File: src/rtl/mem_port_arbiter_if.sv
// Bundle of the two requester ports and the main-memory port served by mem_port_arbiter.
// The master modport is the arbiter's view; the slave modport is the surrounding system.
interface mem_port_arbiter_if #(
   parameter int ADDR_W = 32,
   parameter int DATA_W = 32
);
   logic [ADDR_W-1:0] p0_addr;
   logic              p0_read_req;
   logic [DATA_W-1:0] p0_rdata;
   logic              p0_ready;
   logic [ADDR_W-1:0] p1_addr;
   logic [DATA_W-1:0] p1_wdata;
   logic              p1_read_req;
   logic              p1_write_req;
   logic [DATA_W-1:0] p1_rdata;
   logic              p1_ready;
   logic [ADDR_W-1:0] mem_addr;
   logic [DATA_W-1:0] mem_data_out;
   logic              mem_read_req;
   logic              mem_write_req;
   logic [DATA_W-1:0] mem_data_in;
   logic              mem_ready;
   logic              grant_id;
   logic              busy;
   logic              timeout_err;

   modport master (
      input  p0_addr, p0_read_req, p1_addr, p1_wdata, p1_read_req, p1_write_req,
      input  mem_data_in, mem_ready,
      output p0_rdata, p0_ready, p1_rdata, p1_ready,
      output mem_addr, mem_data_out, mem_read_req, mem_write_req,
      output grant_id, busy, timeout_err
   );

   modport slave (
      output p0_addr, p0_read_req, p1_addr, p1_wdata, p1_read_req, p1_write_req,
      output mem_data_in, mem_ready,
      input  p0_rdata, p0_ready, p1_rdata, p1_ready,
      input  mem_addr, mem_data_out, mem_read_req, mem_write_req,
      input  grant_id, busy, timeout_err
   );
endinterface

File: src/rtl/mem_port_arbiter.sv
// Round-robin arbiter sharing the main-memory word port between the PTW (port 0) and the cache (port 1).
// Optional BUSY-phase abort enabled by defining MEM_ARB_TIMEOUT_EN.
module mem_port_arbiter #(
   parameter int ADDR_W         = 32,
   parameter int DATA_W         = 32,
   parameter int TIMEOUT_CYCLES = 64
) (
   input  logic               clk,
   input  logic               rst_n,
   mem_port_arbiter_if.master bus
);

   typedef enum logic [1:0] {IDLE, BUSY, DONE} state_t;

   state_t            state_q, state_d;
   logic              last_q, last_d;
   logic              grant_q, grant_d;
   logic [ADDR_W-1:0] addr_q, addr_d;
   logic [DATA_W-1:0] wdata_q, wdata_d;
   logic              rd_q, rd_d;
   logic              wr_q, wr_d;
   logic [DATA_W-1:0] p0_rdata_q, p0_rdata_d;
   logic [DATA_W-1:0] p1_rdata_q, p1_rdata_d;
   logic              p0_rdy_q, p0_rdy_d;
   logic              p1_rdy_q, p1_rdy_d;
   logic              busy_q;
   logic              req0, req1, pick;

   if (TIMEOUT_CYCLES < 1 || TIMEOUT_CYCLES > 256) begin : g_bad_timeout
      $error("TIMEOUT_CYCLES must fit the 8-bit BUSY counter");
   end

`ifdef MEM_ARB_TIMEOUT_EN
   localparam logic [7:0] TO_LAST = 8'(TIMEOUT_CYCLES - 1);
   logic [7:0] cnt_q, cnt_d;
   logic       tout_q, tout_d;
`endif

   always_comb begin
      state_d    = state_q;
      last_d     = last_q;
      grant_d    = grant_q;
      addr_d     = addr_q;
      wdata_d    = wdata_q;
      rd_d       = rd_q;
      wr_d       = wr_q;
      p0_rdata_d = p0_rdata_q;
      p1_rdata_d = p1_rdata_q;
      p0_rdy_d   = 1'b0;
      p1_rdy_d   = 1'b0;
      req0       = bus.p0_read_req;
      req1       = bus.p1_read_req | bus.p1_write_req;
      // On contention the port that did not win last time is chosen.
      pick       = req1 & (~req0 | ~last_q);
`ifdef MEM_ARB_TIMEOUT_EN
      cnt_d      = cnt_q;
      tout_d     = 1'b0;
`endif
      case (state_q)
         IDLE: begin
            if (req0 | req1) begin
               last_d  = pick;
               grant_d = pick;
               addr_d  = pick ? bus.p1_addr : bus.p0_addr;
               wdata_d = pick ? bus.p1_wdata : '0;
               wr_d    = pick & bus.p1_write_req;
               rd_d    = ~(pick & bus.p1_write_req);
               state_d = BUSY;
`ifdef MEM_ARB_TIMEOUT_EN
               cnt_d   = 8'd0;
`endif
            end
         end
         BUSY: begin
            if (bus.mem_ready) begin
               rd_d    = 1'b0;
               wr_d    = 1'b0;
               state_d = DONE;
               if (grant_q) begin
                  p1_rdata_d = bus.mem_data_in;
                  p1_rdy_d   = 1'b1;
               end else begin
                  p0_rdata_d = bus.mem_data_in;
                  p0_rdy_d   = 1'b1;
               end
            end
`ifdef MEM_ARB_TIMEOUT_EN
            else if (cnt_q == TO_LAST) begin
               rd_d    = 1'b0;
               wr_d    = 1'b0;
               tout_d  = 1'b1;
               state_d = DONE;
               if (grant_q) begin
                  p1_rdata_d = DATA_W'(32'hDEAD_DEAD);
                  p1_rdy_d   = 1'b1;
               end else begin
                  p0_rdata_d = DATA_W'(32'hDEAD_DEAD);
                  p0_rdy_d   = 1'b1;
               end
            end else begin
               cnt_d = cnt_q + 8'd1;
            end
`endif
         end
         DONE:    state_d = IDLE;
         default: state_d = IDLE;
      endcase
   end

   always_ff @(posedge clk) begin
      if (!rst_n) begin
         state_q    <= IDLE;
         last_q     <= 1'b1;
         grant_q    <= 1'b0;
         addr_q     <= '0;
         wdata_q    <= '0;
         rd_q       <= 1'b0;
         wr_q       <= 1'b0;
         p0_rdata_q <= '0;
         p1_rdata_q <= '0;
         p0_rdy_q   <= 1'b0;
         p1_rdy_q   <= 1'b0;
         busy_q     <= 1'b0;
`ifdef MEM_ARB_TIMEOUT_EN
         cnt_q      <= 8'd0;
         tout_q     <= 1'b0;
`endif
      end else begin
         state_q    <= state_d;
         last_q     <= last_d;
         grant_q    <= grant_d;
         addr_q     <= addr_d;
         wdata_q    <= wdata_d;
         rd_q       <= rd_d;
         wr_q       <= wr_d;
         p0_rdata_q <= p0_rdata_d;
         p1_rdata_q <= p1_rdata_d;
         p0_rdy_q   <= p0_rdy_d;
         p1_rdy_q   <= p1_rdy_d;
         busy_q     <= (state_d != IDLE);
`ifdef MEM_ARB_TIMEOUT_EN
         cnt_q      <= cnt_d;
         tout_q     <= tout_d;
`endif
      end
   end

   assign bus.mem_addr      = addr_q;
   assign bus.mem_data_out  = wdata_q;
   assign bus.mem_read_req  = rd_q;
   assign bus.mem_write_req = wr_q;
   assign bus.p0_rdata      = p0_rdata_q;
   assign bus.p0_ready      = p0_rdy_q;
   assign bus.p1_rdata      = p1_rdata_q;
   assign bus.p1_ready      = p1_rdy_q;
   assign bus.grant_id      = grant_q;
   assign bus.busy          = busy_q;
`ifdef MEM_ARB_TIMEOUT_EN
   assign bus.timeout_err   = tout_q;
`else
   assign bus.timeout_err   = 1'b0;
`endif

endmodule
File: src/flat_wrapper.sv
// flat-port wrapper written by rule: the top's interface ports become plain ports
module mem_port_arbiter_flat 
#(
   parameter int ADDR_W         = 32,
   parameter int DATA_W         = 32,
   parameter int TIMEOUT_CYCLES = 64
)
  (clk, rst_n, bus_p0_addr, bus_p0_read_req, bus_p1_addr, bus_p1_wdata, bus_p1_read_req, bus_p1_write_req, bus_mem_data_in, bus_mem_ready, bus_p0_rdata, bus_p0_ready, bus_p1_rdata, bus_p1_ready, bus_mem_addr, bus_mem_data_out, bus_mem_read_req, bus_mem_write_req, bus_grant_id, bus_busy, bus_timeout_err);
  mem_port_arbiter_if #(.ADDR_W(ADDR_W), .DATA_W(DATA_W)) bus_i ();
  input  logic clk;
  input  logic rst_n;
  input wire logic [$bits(bus_i.p0_addr)-1:0] bus_p0_addr;
  input wire logic [$bits(bus_i.p0_read_req)-1:0] bus_p0_read_req;
  input wire logic [$bits(bus_i.p1_addr)-1:0] bus_p1_addr;
  input wire logic [$bits(bus_i.p1_wdata)-1:0] bus_p1_wdata;
  input wire logic [$bits(bus_i.p1_read_req)-1:0] bus_p1_read_req;
  input wire logic [$bits(bus_i.p1_write_req)-1:0] bus_p1_write_req;
  input wire logic [$bits(bus_i.mem_data_in)-1:0] bus_mem_data_in;
  input wire logic [$bits(bus_i.mem_ready)-1:0] bus_mem_ready;
  output wire logic [$bits(bus_i.p0_rdata)-1:0] bus_p0_rdata;
  output wire logic [$bits(bus_i.p0_ready)-1:0] bus_p0_ready;
  output wire logic [$bits(bus_i.p1_rdata)-1:0] bus_p1_rdata;
  output wire logic [$bits(bus_i.p1_ready)-1:0] bus_p1_ready;
  output wire logic [$bits(bus_i.mem_addr)-1:0] bus_mem_addr;
  output wire logic [$bits(bus_i.mem_data_out)-1:0] bus_mem_data_out;
  output wire logic [$bits(bus_i.mem_read_req)-1:0] bus_mem_read_req;
  output wire logic [$bits(bus_i.mem_write_req)-1:0] bus_mem_write_req;
  output wire logic [$bits(bus_i.grant_id)-1:0] bus_grant_id;
  output wire logic [$bits(bus_i.busy)-1:0] bus_busy;
  output wire logic [$bits(bus_i.timeout_err)-1:0] bus_timeout_err;
  assign bus_i.p0_addr = bus_p0_addr;
  assign bus_i.p0_read_req = bus_p0_read_req;
  assign bus_i.p1_addr = bus_p1_addr;
  assign bus_i.p1_wdata = bus_p1_wdata;
  assign bus_i.p1_read_req = bus_p1_read_req;
  assign bus_i.p1_write_req = bus_p1_write_req;
  assign bus_i.mem_data_in = bus_mem_data_in;
  assign bus_i.mem_ready = bus_mem_ready;
  assign bus_p0_rdata = bus_i.p0_rdata;
  assign bus_p0_ready = bus_i.p0_ready;
  assign bus_p1_rdata = bus_i.p1_rdata;
  assign bus_p1_ready = bus_i.p1_ready;
  assign bus_mem_addr = bus_i.mem_addr;
  assign bus_mem_data_out = bus_i.mem_data_out;
  assign bus_mem_read_req = bus_i.mem_read_req;
  assign bus_mem_write_req = bus_i.mem_write_req;
  assign bus_grant_id = bus_i.grant_id;
  assign bus_busy = bus_i.busy;
  assign bus_timeout_err = bus_i.timeout_err;
  mem_port_arbiter #(.ADDR_W(ADDR_W), .DATA_W(DATA_W), .TIMEOUT_CYCLES(TIMEOUT_CYCLES)) u_core (.clk(clk), .rst_n(rst_n), .bus(bus_i));
endmodule
File: config.mk
export PLATFORM = sky130hd
export DESIGN_NAME = mem_port_arbiter_flat
export DESIGN_NICKNAME = d
export VERILOG_FILES = /design/src/rtl/mem_port_arbiter_if.sv /design/src/rtl/mem_port_arbiter.sv /design/src/flat_wrapper.sv
export SDC_FILE = /design/constraint.sdc
export NUM_CORES = 1
export LEC_CHECK = 0
export ABC_AREA = 1
export CAP_MARGIN = 20
export CORE_ASPECT_RATIO = 1.25
export CORE_MARGIN = 2
export CORE_UTILIZATION = 41
export CTS_BUF_LIST = sky130_fd_sc_hd__clkbuf_16
export DETAILED_ROUTE_END_ITERATION = 8
export PLACE_DENSITY = 0.9
export SLEW_MARGIN = 20
export SYNTH_ARGS = -nofsm -noshare
export SYNTH_HDL_FRONTEND = slang
export SYNTH_SLANG_ARGS = --single-unit
File: constraint.sdc
create_clock -name clk -period 1.7 [get_ports clk]
set_clock_uncertainty 0.1 [all_clocks]
set_input_delay 0.34 -clock clk [delete_from_list [all_inputs] [get_ports clk]]
set_output_delay 0.34 -clock clk [all_outputs]
set_load 0.005 [all_outputs]
==> impl_results.md <==
- Status: finished clean
- Total gr overflow: 0
- CTS resizes: 117
- Chip height: 136 µm
- Int Pwr: 6.51 mW
- DP HPWL: 12500 µm
- Total routed wirelength: 17700 µm
- Worst path slowest cell: clkdlybuf4s50_1
- Crit path buf inv count: 1
- Crit path kind: flop to output port
- Final GP Congestion: 0.870
- Post-CTS Hold Fix Bufs: 0
- Drt initial violations: 281
- CP max FO: 2
- Num Clock Sinks: 137
- Synth unique cells: 20
- Yosys reg bits: 137
- Startpoint types: flop
- DRT antenna net count: 0
- Die Area: 14900 µm²
- R2r worst-path depth: 7
- Placed Instance Area: 8650 µm²
- Core area: 13800 µm²
- Routed WL per cell: 13.4 µm
- RSZ-0062 raised after global routing: no
- Tmin final: 1680 ps
- Final hold viol count: 0
- Deepest clock path buffer count: 2
- Total CTS buffers: 17
- Upper clock frequency limit: 597 MHz
- Post-route DRC: 0
- Synth area leader: dfxtp_1
- I/O Buffers: 267
- Largest net degree at the start of global routing: 99
- Die W: 110 µm
- Syn. warnings: 0
- Power Dens Cells: 980 nW/µm²
- Post-CTS Setup Bufs: 0
- Seq pwr share: 0.398
- Sw Ratio: 0.275
- Reg2Reg Capture Point: u_core.bus.mem_data_out[2]$_SDFFE_PN0P_
- Skew-Pair Late Insertion Delay: 410 ps
- Boundary Pins: 269
- Vias in the first global route: 5600
- Synth Area per Inst: 6.57 µm²
- R2R setup slack: 260 ps
- Final period utilization: 0.986
- Hold Path Stages: 3
- Largest stage delay, worst path: 500 ps
- Post-Syn Nets: 1005
- CP top delay family: buffers and inverters
- Site Rows: 48
- P_leak: 4.97 nW
- Vias/cell: 4.58
- NetSw: 2.47 mW
- Crit path DAT: 1240 ps
- HP Start: rst_n
- R2R Path Start: u_core.state_q[1]$_SDFF_PN0_
- Top cell type's share of synthesized area: 0.479
- Synth area leaders: dfxtp_1 48%, nor2_1 17%, nand2_1 13%
- CTS Root Cell: clkbuf_16
- Worst Hold End: u_core.bus.p1_ready$_SDFF_PN0_
- Pins Over Slew Limit: 0
- First-pass GRT wire length: 26400 µm
- Syn-to-layout area delta: 60.1%
- 1st-pass router iterations: 5
- CTS tree: done
- GRT Overall Usage: 0.228
- CTS H-Tree Depth: 4
- CP required: 1260 ps
- Post-synthesis sequential area ratio: 0.479
- Clock Power Share: 0.412
- Final setup fails: 0
- Layout cells sized above 1: 0.0630
- Mapped Cells: 871
- Vias: 6043
- Initial antenna violation count: 1
- Design area: 9160 µm²
- # fillers: 1181
- Logic pwr share: 0.190
- MaxCap Viol Count: 0
- Mapped Area: 5720 µm²
- Critical path endpoint category: output port
- VDD IR-drop max: 0.000593 V
- Worst-path cell chain: clkdlybuf4s50_1
- Antenna Cells: 0
- Clk slew on worst S/H paths: 60 ps
- NumNets Final: 1264
- Crit. path cell count: 1
- Starting Density: 0.416
- Finished Core Util: 0.666
- Hold crit path type: primary input to flop
## synth_stat cells (all sizes together)
cell type,n
nor2,262
nand2,205
dfxtp,137
inv,107
o21ai,65
a21oi,37
buf,36
clkbuf,16
nand3,4
a31oi,1
conb,1
## placed cells by master (no fill, tap or decap), types with 17 or more instances in the layout
master | Yosys | routed
clkbuf_16 | 0 | 17
dfxtp_1 | 137 | 132
o21ai_0 | 56 | 56
dlymetal6s2s_1 | 0 | 21
clkdlybuf4s50_1 | 0 | 133
nor2_1 | 260 | 260
inv_1 | 105 | 105
a21oi_1 | 36 | 36
dlygate4sd2_1 | 0 | 112
buf_4 | 8 | 17
nand2_1 | 204 | 204
## registers in the layout, summed over array words and instances, names as in the netlist
name / cells
u_core.bus.mem_addr: 32
u_core.bus.mem_data_out: 32
u_core.bus.p0_rdata: 32
u_core.bus.p1_rdata: 32
u_core.state_q: 2
u_core.bus.busy: 1
u_core.bus.grant_id: 1
u_core.bus.mem_read_req: 1
u_core.bus.mem_write_req: 1
u_core.bus.p0_ready: 1
u_core.bus.p1_ready: 1
u_core.last_q: 1
## worst max path at each step
stage / startpoint / to
final: u_core.bus.mem_addr[28]$_SDFFE_PN0P_ / bus_mem_addr[28]
after global routing: u_core.bus.mem_addr[28]$_SDFFE_PN0P_ / bus_mem_addr[28]
after CTS: u_core.bus.p1_rdata[27]$_SDFFE_PN0P_ / bus_p1_rdata[27]
after detailed placement: bus_p1_write_req / u_core.bus.mem_addr[30]$_SDFFE_PN0P_
after global placement: bus_mem_ready / u_core.bus.p1_rdata[5]$_SDFFE_PN0P_
after floorplan: rst_n / u_core.bus.mem_data_out[14]$_SDFFE_PN0P_
## power by group through the flow
stage / clock network (mW) / logic, mW / registers [mW]
CTS: 3.76 / 1.74 / 3.58
detailed placement: 0 / 1.85 / 3.65
finish: 3.70 / 1.71 / 3.58
floorplan: 0 / 0.789 / 3.67
global placement: 0 / 1.82 / 3.64
global route: 3.89 / 1.91 / 3.60
## metal layers
| layer | track usage | part of all wire |
|---|---|---|
| met1 | 0.238 | 0.37 |
| met3 | 0.0705 | 0.085 |
| met2 | 0.394 | 0.50 |
| met4 | 0.135 | 0.040 |
| met5 | 0 | 0.0011 |
## area by class of cell
cell class | count | area (µm²) | area share
well taps | 175 | 219 | 0.0239
multi-input cells | 575 | 2330 | 0.255
repair buffers | 292 | 2870 | 0.313
inverters | 107 | 402 | 0.0438
clock inverters | 15 | 164 | 0.0179
flip-flops and latches | 137 | 2750 | 0.300
clock buffers | 17 | 425 | 0.0464
## worst register-to-register path, cell delays in order (launching register included)
cell	delay, ps
dfxtp_1	340
inv_1	70
nand2_1	130
inv_1	80
nand2_2	140
buf_4	200
nand2_1	100
a21oi_1	190
## cell families (layout without fill, tap and decap cells)
family,after synthesis,count (layout),share of synthesized area
AO/OA/AOI/OAI,103,103,0.0916
flip-flops,137,137,0.479
other,1,1,0.000655
AND/OR/NAND/NOR,471,471,0.313
buffers and inverters,159,431,0.115
## stage by stage
step                hold WS (ps)  setup slack, ps  setup TNS (ps)  total power, mW  std cells
floorplan                    342              415               0             4.45        871
global placement             350             -162          -11680             5.46       1286
detailed placement           353             -187          -16180             5.50       1286
finish                       256             24.4               0             8.98       1318
global route                 289             4.85               0             9.39       1318
CTS                          252            0.336               0             9.07       1318
(Power assumes the default switching activity.)
